**src/rtl/plot_arbiter.sv**
```systemverilog
// plot_arbiter
//   Shares the single VGA-adapter pixel write port between NUM_REQ pixel
//   producers (snake datapath, food drawer, score/border painter, ...).
//   A round-robin arbiter grants one requester at a time. The grant is held
//   for a burst of up to MAX_BURST pixels. Each consumed pixel is
//   acknowledged combinationally and appears on the registered VGA port one
//   cycle later. Off-screen pixels are consumed without a write strobe.
//
//   Optional feature, compiled in with `define PLOT_ARB_CLEAR_EN:
//   a full-screen clear engine. It pre-empts the arbiter and sweeps every
//   on-screen pixel in clear_colour.
//
// Ports
//   clk, rst        clock, asynchronous active-high reset
//   req             per-requester request, held while a pixel is presented
//   x_in/y_in/colour_in  packed per-requester pixel (8/7/3 bits each)
//   gnt             registered one-hot grant
//   ack             combinational per-pixel acknowledge
//   x, y, colour, plotEn  registered VGA write port
//   busy            high when not IDLE
//   clear_start, clear_colour, clear_busy  (PLOT_ARB_CLEAR_EN only)
module plot_arbiter #(
  parameter int NUM_REQ   = 3,
  parameter int MAX_BURST = 64,
  parameter int SCR_W     = 160,
  parameter int SCR_H     = 120
) (
  input  logic                   clk,
  input  logic                   rst,
  input  logic [NUM_REQ-1:0]     req,
  input  logic [8*NUM_REQ-1:0]   x_in,
  input  logic [7*NUM_REQ-1:0]   y_in,
  input  logic [3*NUM_REQ-1:0]   colour_in,
`ifdef PLOT_ARB_CLEAR_EN
  input  logic                   clear_start,
  input  logic [2:0]             clear_colour,
  output logic                   clear_busy,
`endif
  output logic [NUM_REQ-1:0]     gnt,
  output logic [NUM_REQ-1:0]     ack,
  output logic [7:0]             x,
  output logic [6:0]             y,
  output logic [2:0]             colour,
  output logic                   plotEn,
  output logic                   busy
);

  localparam int IW = (NUM_REQ > 1) ? $clog2(NUM_REQ) : 1;
  localparam logic [8:0] XLIM = 9'(SCR_W);
  localparam logic [7:0] YLIM = 8'(SCR_H);

`ifdef PLOT_ARB_CLEAR_EN
  typedef enum logic [1:0] {IDLE, GRANT, CLEAR} state_t;
  localparam logic [7:0] XMAX = 8'(SCR_W - 1);
  localparam logic [6:0] YMAX = 7'(SCR_H - 1);
`else
  typedef enum logic [1:0] {IDLE, GRANT} state_t;
`endif

  state_t            state, state_nxt;
  logic [IW-1:0]     g_idx;
  logic [IW-1:0]     rr_ptr;
  logic [7:0]        burst_cnt;
  logic [IW-1:0]     win_idx;
  logic [IW-1:0]     cand;
  logic              win_found;
  logic [7:0]        x_sel;
  logic [6:0]        y_sel;
  logic [2:0]        c_sel;
  logic              on_screen;
  logic              clear_hit;
  logic              ack_now;
  logic              last_pix;
  logic              burst_end;

  // Burst counter saturates at MAX_BURST.
  function automatic logic [7:0] burst_inc(input logic [7:0] c);
    if (int'(c) >= MAX_BURST) return c;
    return c + 8'd1;
  endfunction

  function automatic logic [NUM_REQ-1:0] onehot(input logic [IW-1:0] i);
    logic [NUM_REQ-1:0] v;
    v    = '0;
    v[i] = 1'b1;
    return v;
  endfunction

  function automatic logic [IW-1:0] next_ptr(input logic [IW-1:0] i);
    if (int'(i) == NUM_REQ - 1) return '0;
    return i + 1'b1;
  endfunction

  // Round-robin search: scan downward so the lowest offset from rr_ptr
  // is the last (winning) assignment.
  always_comb begin
    win_idx   = '0;
    win_found = 1'b0;
    cand      = '0;
    for (int k = NUM_REQ - 1; k >= 0; k--) begin
      cand = IW'((int'(rr_ptr) + k) % NUM_REQ);
      if (req[cand]) begin
        win_idx   = cand;
        win_found = 1'b1;
      end
    end
  end

  assign x_sel     = x_in[int'(g_idx)*8 +: 8];
  assign y_sel     = y_in[int'(g_idx)*7 +: 7];
  assign c_sel     = colour_in[int'(g_idx)*3 +: 3];
  assign on_screen = ({1'b0, x_sel} < XLIM) && ({1'b0, y_sel} < YLIM);

`ifdef PLOT_ARB_CLEAR_EN
  logic [7:0] cx;
  logic [6:0] cy;
  logic [2:0] clr_col;
  logic       clear_last;
  // A clear request while already clearing is ignored.
  assign clear_hit  = clear_start && (state != CLEAR);
  assign clear_last = (state == CLEAR) && (cx == XMAX) && (cy == YMAX);
  assign clear_busy = (state == CLEAR);
`else
  assign clear_hit  = 1'b0;
`endif

  // A clear request steals the cycle, so no pixel is consumed alongside it.
  assign ack_now   = (state == GRANT) && req[g_idx] && !clear_hit && !rst;
  assign ack       = gnt & {NUM_REQ{ack_now}};
  assign last_pix  = ack_now && (int'(burst_cnt) + 1 >= MAX_BURST);
  assign burst_end = (state == GRANT) && (!req[g_idx] || last_pix || clear_hit);
  assign busy      = (state != IDLE);

  always_comb begin
    state_nxt = state;
    case (state)
      IDLE: begin
        if (clear_hit)      state_nxt = state_t'(2);
        else if (win_found) state_nxt = GRANT;
      end
      GRANT: begin
        if (clear_hit)      state_nxt = state_t'(2);
        else if (burst_end) state_nxt = IDLE;
      end
`ifdef PLOT_ARB_CLEAR_EN
      CLEAR: begin
        if (clear_last) state_nxt = IDLE;
      end
`endif
      default: state_nxt = IDLE;
    endcase
  end

  always_ff @(posedge clk or posedge rst) begin
    if (rst) state <= IDLE;
    else     state <= state_nxt;
  end

  // ---- output stage: registered VGA port, grant and burst bookkeeping ----
  always_ff @(posedge clk or posedge rst) begin
    if (rst) begin
      gnt       <= '0;
      g_idx     <= '0;
      rr_ptr    <= '0;
      burst_cnt <= '0;
      x         <= '0;
      y         <= '0;
      colour    <= '0;
      plotEn    <= 1'b0;
`ifdef PLOT_ARB_CLEAR_EN
      cx        <= '0;
      cy        <= '0;
      clr_col   <= '0;
`endif
    end else begin
      plotEn <= 1'b0;
      if (ack_now) begin
        x         <= x_sel;
        y         <= y_sel;
        colour    <= c_sel;
        plotEn    <= on_screen;
        burst_cnt <= burst_inc(burst_cnt);
      end
      if (state == IDLE && state_nxt == GRANT) begin
        gnt       <= onehot(win_idx);
        g_idx     <= win_idx;
        burst_cnt <= '0;
      end
      if (burst_end) begin
        gnt    <= '0;
        rr_ptr <= next_ptr(g_idx);
      end
`ifdef PLOT_ARB_CLEAR_EN
      if (clear_hit) begin
        clr_col <= clear_colour;
        cx      <= '0;
        cy      <= '0;
      end
      // Raster sweep: x inner, y outer, one pixel per cycle.
      if (state == CLEAR) begin
        x      <= cx;
        y      <= cy;
        colour <= clr_col;
        plotEn <= 1'b1;
        if (cx == XMAX) begin
          cx <= '0;
          cy <= cy + 7'd1;
        end else begin
          cx <= cx + 8'd1;
        end
      end
`endif
    end
  end

endmodule

```
**config.mk**
```make
export PLATFORM = sky130hd
export DESIGN_NAME = plot_arbiter
export DESIGN_NICKNAME = d
export VERILOG_FILES = /design/src/rtl/plot_arbiter.sv
export SDC_FILE = /design/constraint.sdc
export NUM_CORES = 1
export LEC_CHECK = 0
export BUFFER_PORTS_ARGS = -buffer_cell sky130_fd_sc_hd__buf_4
export CAP_MARGIN = 10
export CORE_MARGIN = 2
export CORE_UTILIZATION = 48
export CTS_CLUSTER_DIAMETER = 60
export DETAILED_ROUTE_END_ITERATION = 10
export GPL_TIMING_DRIVEN = 1
export PLACE_DENSITY = 0.8
export RECOVER_POWER = 50
export SLEW_MARGIN = 10
export SYNTH_ARGS = -nofsm -noshare
export SYNTH_HDL_FRONTEND = slang
export SYNTH_SLANG_ARGS = --single-unit
```
**constraint.sdc**
```tcl
create_clock -name clk -period 2 [get_ports clk]
set_input_delay 0.2 -clock clk [delete_from_list [all_inputs] [get_ports clk]]
set_output_delay 0.2 -clock clk [all_outputs]
set_load 0.05 [all_outputs]
```
Word level (Yosys, flattened, before mapping) --
Index checks and enable logic that the tools add are counted.
Cells by class: muxes and demuxes 31, multiply operators 2, equal/unequal tests 4, reduce and logical (&&, ||, !) cells 15, bitwise operators 1, divide/modulo/power cells 3, add/sub/neg operators 5, magnitude comparators 10, shifts and indexed selects 3
Operators with widths (count):
- 32-bit by 3-bit modulo with 32-bit output (second input constant) | 2
- 3-bit by 3-bit modulo with 32-bit output (second input constant) | 1
- 8-bit two-way mux | 3
- 24-bit by 6-bit indexed part select with 8-bit output | 1
- 21-bit by 6-bit indexed part select with 7-bit output | 1
- 2-bit by 3-bit < comparator with 1-bit output (second input constant) | 5
- 2-bit two-way mux | 7
- 1-bit two-way mux | 13
- 8-bit by 1-bit adder with 9-bit output (second input constant) | 1
- 9-bit by 7-bit greater-or-equal comparator with 1-bit output (second input constant) | 1
- 9-bit by 5-bit indexed part select with 3-bit output | 1
- 8-bit by 1-bit adder with 8-bit output (second input constant) | 1
- 1-bit binary-select mux with 2-bit select | 4
- 8-bit by 7-bit greater-or-equal comparator with 1-bit output (second input constant) | 1
- 8-bit < comparator (second input constant) | 1
- 1-bit logical AND | 7
- 7-bit < comparator (second input constant) | 1
- 3-bit two-way mux | 2
- 2-bit nonzero test | 3
- 2-bit by 3-bit multiplier with 5-bit output (second input constant) | 1
- 2-bit by 1-bit equality test with 1-bit output (second input constant) | 2
- 2-bit by 2-bit multiplier with 4-bit output (second input constant) | 1
- 2-bit case mux with 2 select lines | 1
- 2-bit by 1-bit adder with 3-bit output (second input constant) | 1
- 11 further kinds | 12
Word-level totals: word-level logic and storage cells 83, bits in registers 36, bits of input ports 59, output and inout port bits 26

Depth between registers and ports, before layout --
depth in word-level cells 13, gate-level depth with buffers 8, depth with buffers taken out 7

Least setup slack after synthesis --
Ideal clock, no wire load.
path kind input to register, start point in rst, end point reg gnt[2], setup time 121 ps, setup slack 8 ps, buffers on the path 0, required time 1879 ps, stages 5, arrival 1871 ps, path through inv_1 > nand3_1 > o32ai_2 > nor2_2 > a22o_1
On the way: longest elaborated chain between the ends 10, elaborated cells between the ends (all ways) 11, those cells by class 1 x eq/ne; 3 x mux; 7 x reduce/logical
Ends and longest elaborated chain:
- start: declaration | line 29 | input logic rst,
- 1-bit zero test (no source line) *
- 1-bit logical AND * | line 128 | assign ack_now = (state == GRANT) && req[g_idx] && !clear_hit && !rst;
- 1-bit logical AND * | line 130 | assign last_pix = ack_now && (int'(burst_cnt) + 1 >= MAX_BURST);
- 1-bit logical OR * | line 131 | assign burst_end = (state == GRANT) && (!req[g_idx] || last_pix || clear_hit);
- 1-bit logical AND * | line 131
- 2-bit two-way mux | line 143 | else if (burst_end) state_nxt = IDLE;
- 2-bit case mux with 2 select lines | line 136 | case (state)
- 2-bit by 1-bit equality test with 1-bit output | line 184 | if (state == IDLE && state_nxt == GRANT) begin
- 1-bit logical AND | line 184
- 2-bit nonzero test (no source line)
- end signal: assignment | line 185 | gnt <= onehot(win_idx);
- end: declaration | line 39 | output logic [NUM_REQ-1:0] gnt,
Mark *: on every way between the ends. The rest lies on a longest branch, timed or not. A chain may end at the register's enable or synchronous reset.

Worst setup path in the final report --
start point reg rr_ptr[0], end point reg state[0]
On the way: longest elaborated chain between the ends 9, elaborated cells between the ends (all ways) 16, those cells by class 2 x add/sub; 3 x div; 11 x mux
Ends and longest elaborated chain:
- start: declaration | line 62 | logic [IW-1:0] rr_ptr;
- start signal: assignment | line 191 | rr_ptr <= next_ptr(g_idx);
- 2-bit by 2-bit adder with 3-bit output | line 101 | cand = IW'((int'(rr_ptr) + k) % NUM_REQ);
- 32-bit by 3-bit modulo with 32-bit output | line 101
- 1-bit binary-select mux with 2-bit select | line 102 | if (req[cand]) begin
- 1-bit two-way mux (not written as such) | line 102
- 1-bit two-way mux (2 in a row) | line 102
- 1-bit two-way mux * | line 102
- 2-bit two-way mux * | line 139 | else if (win_found) state_nxt = GRANT;
- 2-bit case mux with 2 select lines * | line 136
- net state_nxt[0] | line 60 | state_t state, state_nxt;
- end signal: assignment | line 156 | else state <= state_nxt;
- end: declaration | line 60
Mark *: on every way through the listed nets, which the timed path passes. The rest lies on a longest branch. The select of a mux whose other input is x is not followed.

==> flow_summary.yaml <==
run_status:
  status: "finished clean"
route:
  drt_wl_total_um: 5230
  drt-initial-drc-count: 90
  drcViolationCount: 0
  first_pass_iters: 5
  wire_per_inst_um: 14.0
  vias: 1994
  viasPerCell: 5.35
  ant_nets: 0
floorplan:
  die_w_um: 69.7
  die_area_um2: 4860
  core_area_um2: 4090
  initial_core_util: 0.507
  rows: 23
  die_height_um: 69.7
  pin_count: 85
clock_tree:
  cts_resized: 0
  clock_sinks: 36
  cts_tree: "yes"
  cts_buffers: 5
  postCtsSetupBuffers: 0
  clock_path_buffers: 2
  htree_levels: 2
  cts_root_buffer: "clkbuf_8"
  clkLatencyLatePin_ns: 0.29
  clkSlewWorstSetupHoldPaths_ns: 0.07
  cts_hold_buf: 0
setup_path:
  cp_slowest_cell: "ha_1"
  critPathMaxStageDelay_ns: 0.39
  cp-start-kind: "flop"
  crit_required_ns: 2.18
  cp-end-kind: "flop"
  path_buf_inv: 2
  crit_path_max_fanout: 7
  crit_type: "flop to flop"
  crit_family: "compound AO/OA/AOI/OAI gates"
  path_cells: "inv_1 -> ha_1 -> o32ai_1 -> a211o_1 -> a21oi_4 -> buf_4 -> a41o_2"
  cp.arrival_ns: 2.04
yosys:
  postSynthAreaPerCell_um2: 8.82
  syn-cell-area_um2: 2070
  synth_top_cell_by_area: "dfrtp_1"
  synth_nets: 298
  ys_ff_latch: 36
  synth.top_cell.area_share: 0.435
  synth_area_leaders: "dfrtp_1, a21oi_1, mux2i_1"
  synthFlopType: "dfrtp_1"
  synth_cell_types: 40
  synth_edf_count: 0
  ys_seq_area_frac: 0.435
  synth_async_sr_flop_share: 1.00
  synthesis.instances: 235
  yosysWarnings: 0
sta:
  period_minus_slack_ns: 1.86
  grt_setup_unrepaired: "false"
  slew_violations: 0
  hold_viol_final: 0
  tns_ns: 0
  finalSetupViolations: 0
  finClkSkew_ns: 0.00680
  worst_slew_pin_slew_ns: 0.904
  slew_headroom: 0.397
  hold_ws_ns: 0.202
  period_share: 0.932
  fmax_ghz: 0.536
layout:
  final_nets: 388
  fin_area_um2: 2810
  area_growth_pct: 35.7
  fin_util: 0.688
  layout-drive-gt1-share: 0.291
  fill_cells: 366
  diodes: 0
power:
  peakVddDrop_mv: 0.710
  leakage_nw: 1.35
  powerDensity_nw_per_um2: 1480
  power.total_mw: 4.16
placed_design:
  placed_area_um2: 2800
  portBuffers: 84
  gp_congestion: 0.856
  place_hpwl_um: 3940
global_routing:
  antenna_found_initial: 0
  grt_pass1_wl_um: 8710
  grt_pass1_vias: 2035
  grt_max_degree: 38
  overflow: 0
  grt_util_all_layers: 0.222
worst_hold_path:
  hp-class: "primary input to asynchronous set/reset pin"
run:
  maxCapViolCount: 0
worst paths after layout:
check	start	to	slack, ns	cells past startpoint
worst max-delay path	rr_ptr[0]	state[0]	0.14	7
worst min-delay path	rst	gnt[2]	0.20	3
worst max register to register	rr_ptr[0]	state[0]	0.14	7
worst min register to register	gnt[1]	gnt[1]	0.52	1
max in group asynchronous	rst	x[7]	1.23	3
min in group clk	y_in[16]	y[2]	0.20	3
tightest hold or removal path: cells and delay by family:
kind | cells | cell delay [ns]
buffers and inverters | 3 | 0.85
sequential cells by signal (all words and copies together), names as in the netlist, 2 cells and up:
| name | flops |
|---|---|
| g_idx | 2 |
| state | 2 |
| y | 7 |
| x | 8 |
| colour | 3 |
| burst_cnt | 8 |
| gnt | 3 |
| rr_ptr | 2 |
power breakdown:
| part | internal, mW | switching [mW] | total [mW] | leakage, nW |
|---|---|---|---|---|
| logic | 0.823 | 1.67 | 2.49 | 0.873 |
| registers | 1.00 | 0.204 | 1.21 | 0.445 |
| clock network | 0.224 | 0.237 | 0.461 | 0.0359 |
cell usage after synthesis, types with 2 or more instances:
master,count
nor2_1,46
clkbuf_1,3
ha_1,4
nand3b_1,3
inv_1,7
nor4_1,3
mux2i_1,19
xor2_1,3
o21ai_0,6
and3_1,5
a21o_1,2
buf_4,5
and2_1,2
nand4_1,3
dfrtp_1,36
nand2b_1,2
a21oi_1,42
nand2_1,10
buf_2,5
nand3_1,9
final cells by class:
cell class	count	area [µm²]	area share
tap	50	62.6	0.0222
multi-input combinational	179	1070	0.381
clock buffer	5	68.8	0.0245
inverter	7	26.3	0.00934
timing repair buffer	96	682	0.242
sequential	36	901	0.320
kinds of logic (layout without fill, tap and decap cells):
| kind of cell | count (synthesis) | after routing | share of synthesized area |
|---|---|---|---|
| simple gates | 89 | 89 | 0.201 |
| compound gates | 61 | 61 | 0.176 |
| flops | 36 | 36 | 0.435 |
| buf+inv | 20 | 108 | 0.0483 |
| mux | 19 | 19 | 0.0917 |
| fa+ha+maj | 6 | 6 | 0.0344 |
| xor+xnor | 3 | 3 | 0.0127 |
| other cells | 1 | 1 | 0.00181 |
layout by cell type (no fill, tap or decap), drive strengths merged, types with 3 or more instances in the layout:
cell type / instances
a21oi: 43
mux2i: 19
ha: 4
buf: 82
a21o: 3
inv: 7
clkbuf: 19
nand4: 3
xor2: 3
nor2: 47
dfrtp: 36
o21ai: 7
nand3b: 3
nor4: 3
and3: 5
nand3: 9
nand2: 10
through the flow:
| step | std cells | worst slack, ns |
|---|---|---|
| 2_1_floorplan | 235 | 0.00761 |
| 3_3_place_gp | 368 | 0.217 |
| 3_5_place_dp | 368 | 0.159 |
| 4_1_cts | 373 | 0.124 |
| 5_1_grt | 373 | 0.0483 |
| 6_report | 373 | 0.136 |
per-layer routing:
| metal | GRT usage | up-vias | routed length [µm] |
|---|---|---|---|
| met1 | 0.262 | 932 | 2250 |
| met2 | 0.395 | 61 | 2660 |
| li1 | - | 994 | - |
| met5 | 0 | - | 0 |
| met3 | 0.0654 | 7 | 283 |
| met4 | 0.0534 | 0 | 44 |
No activity file was read; power rests on OpenSTA's default activity.
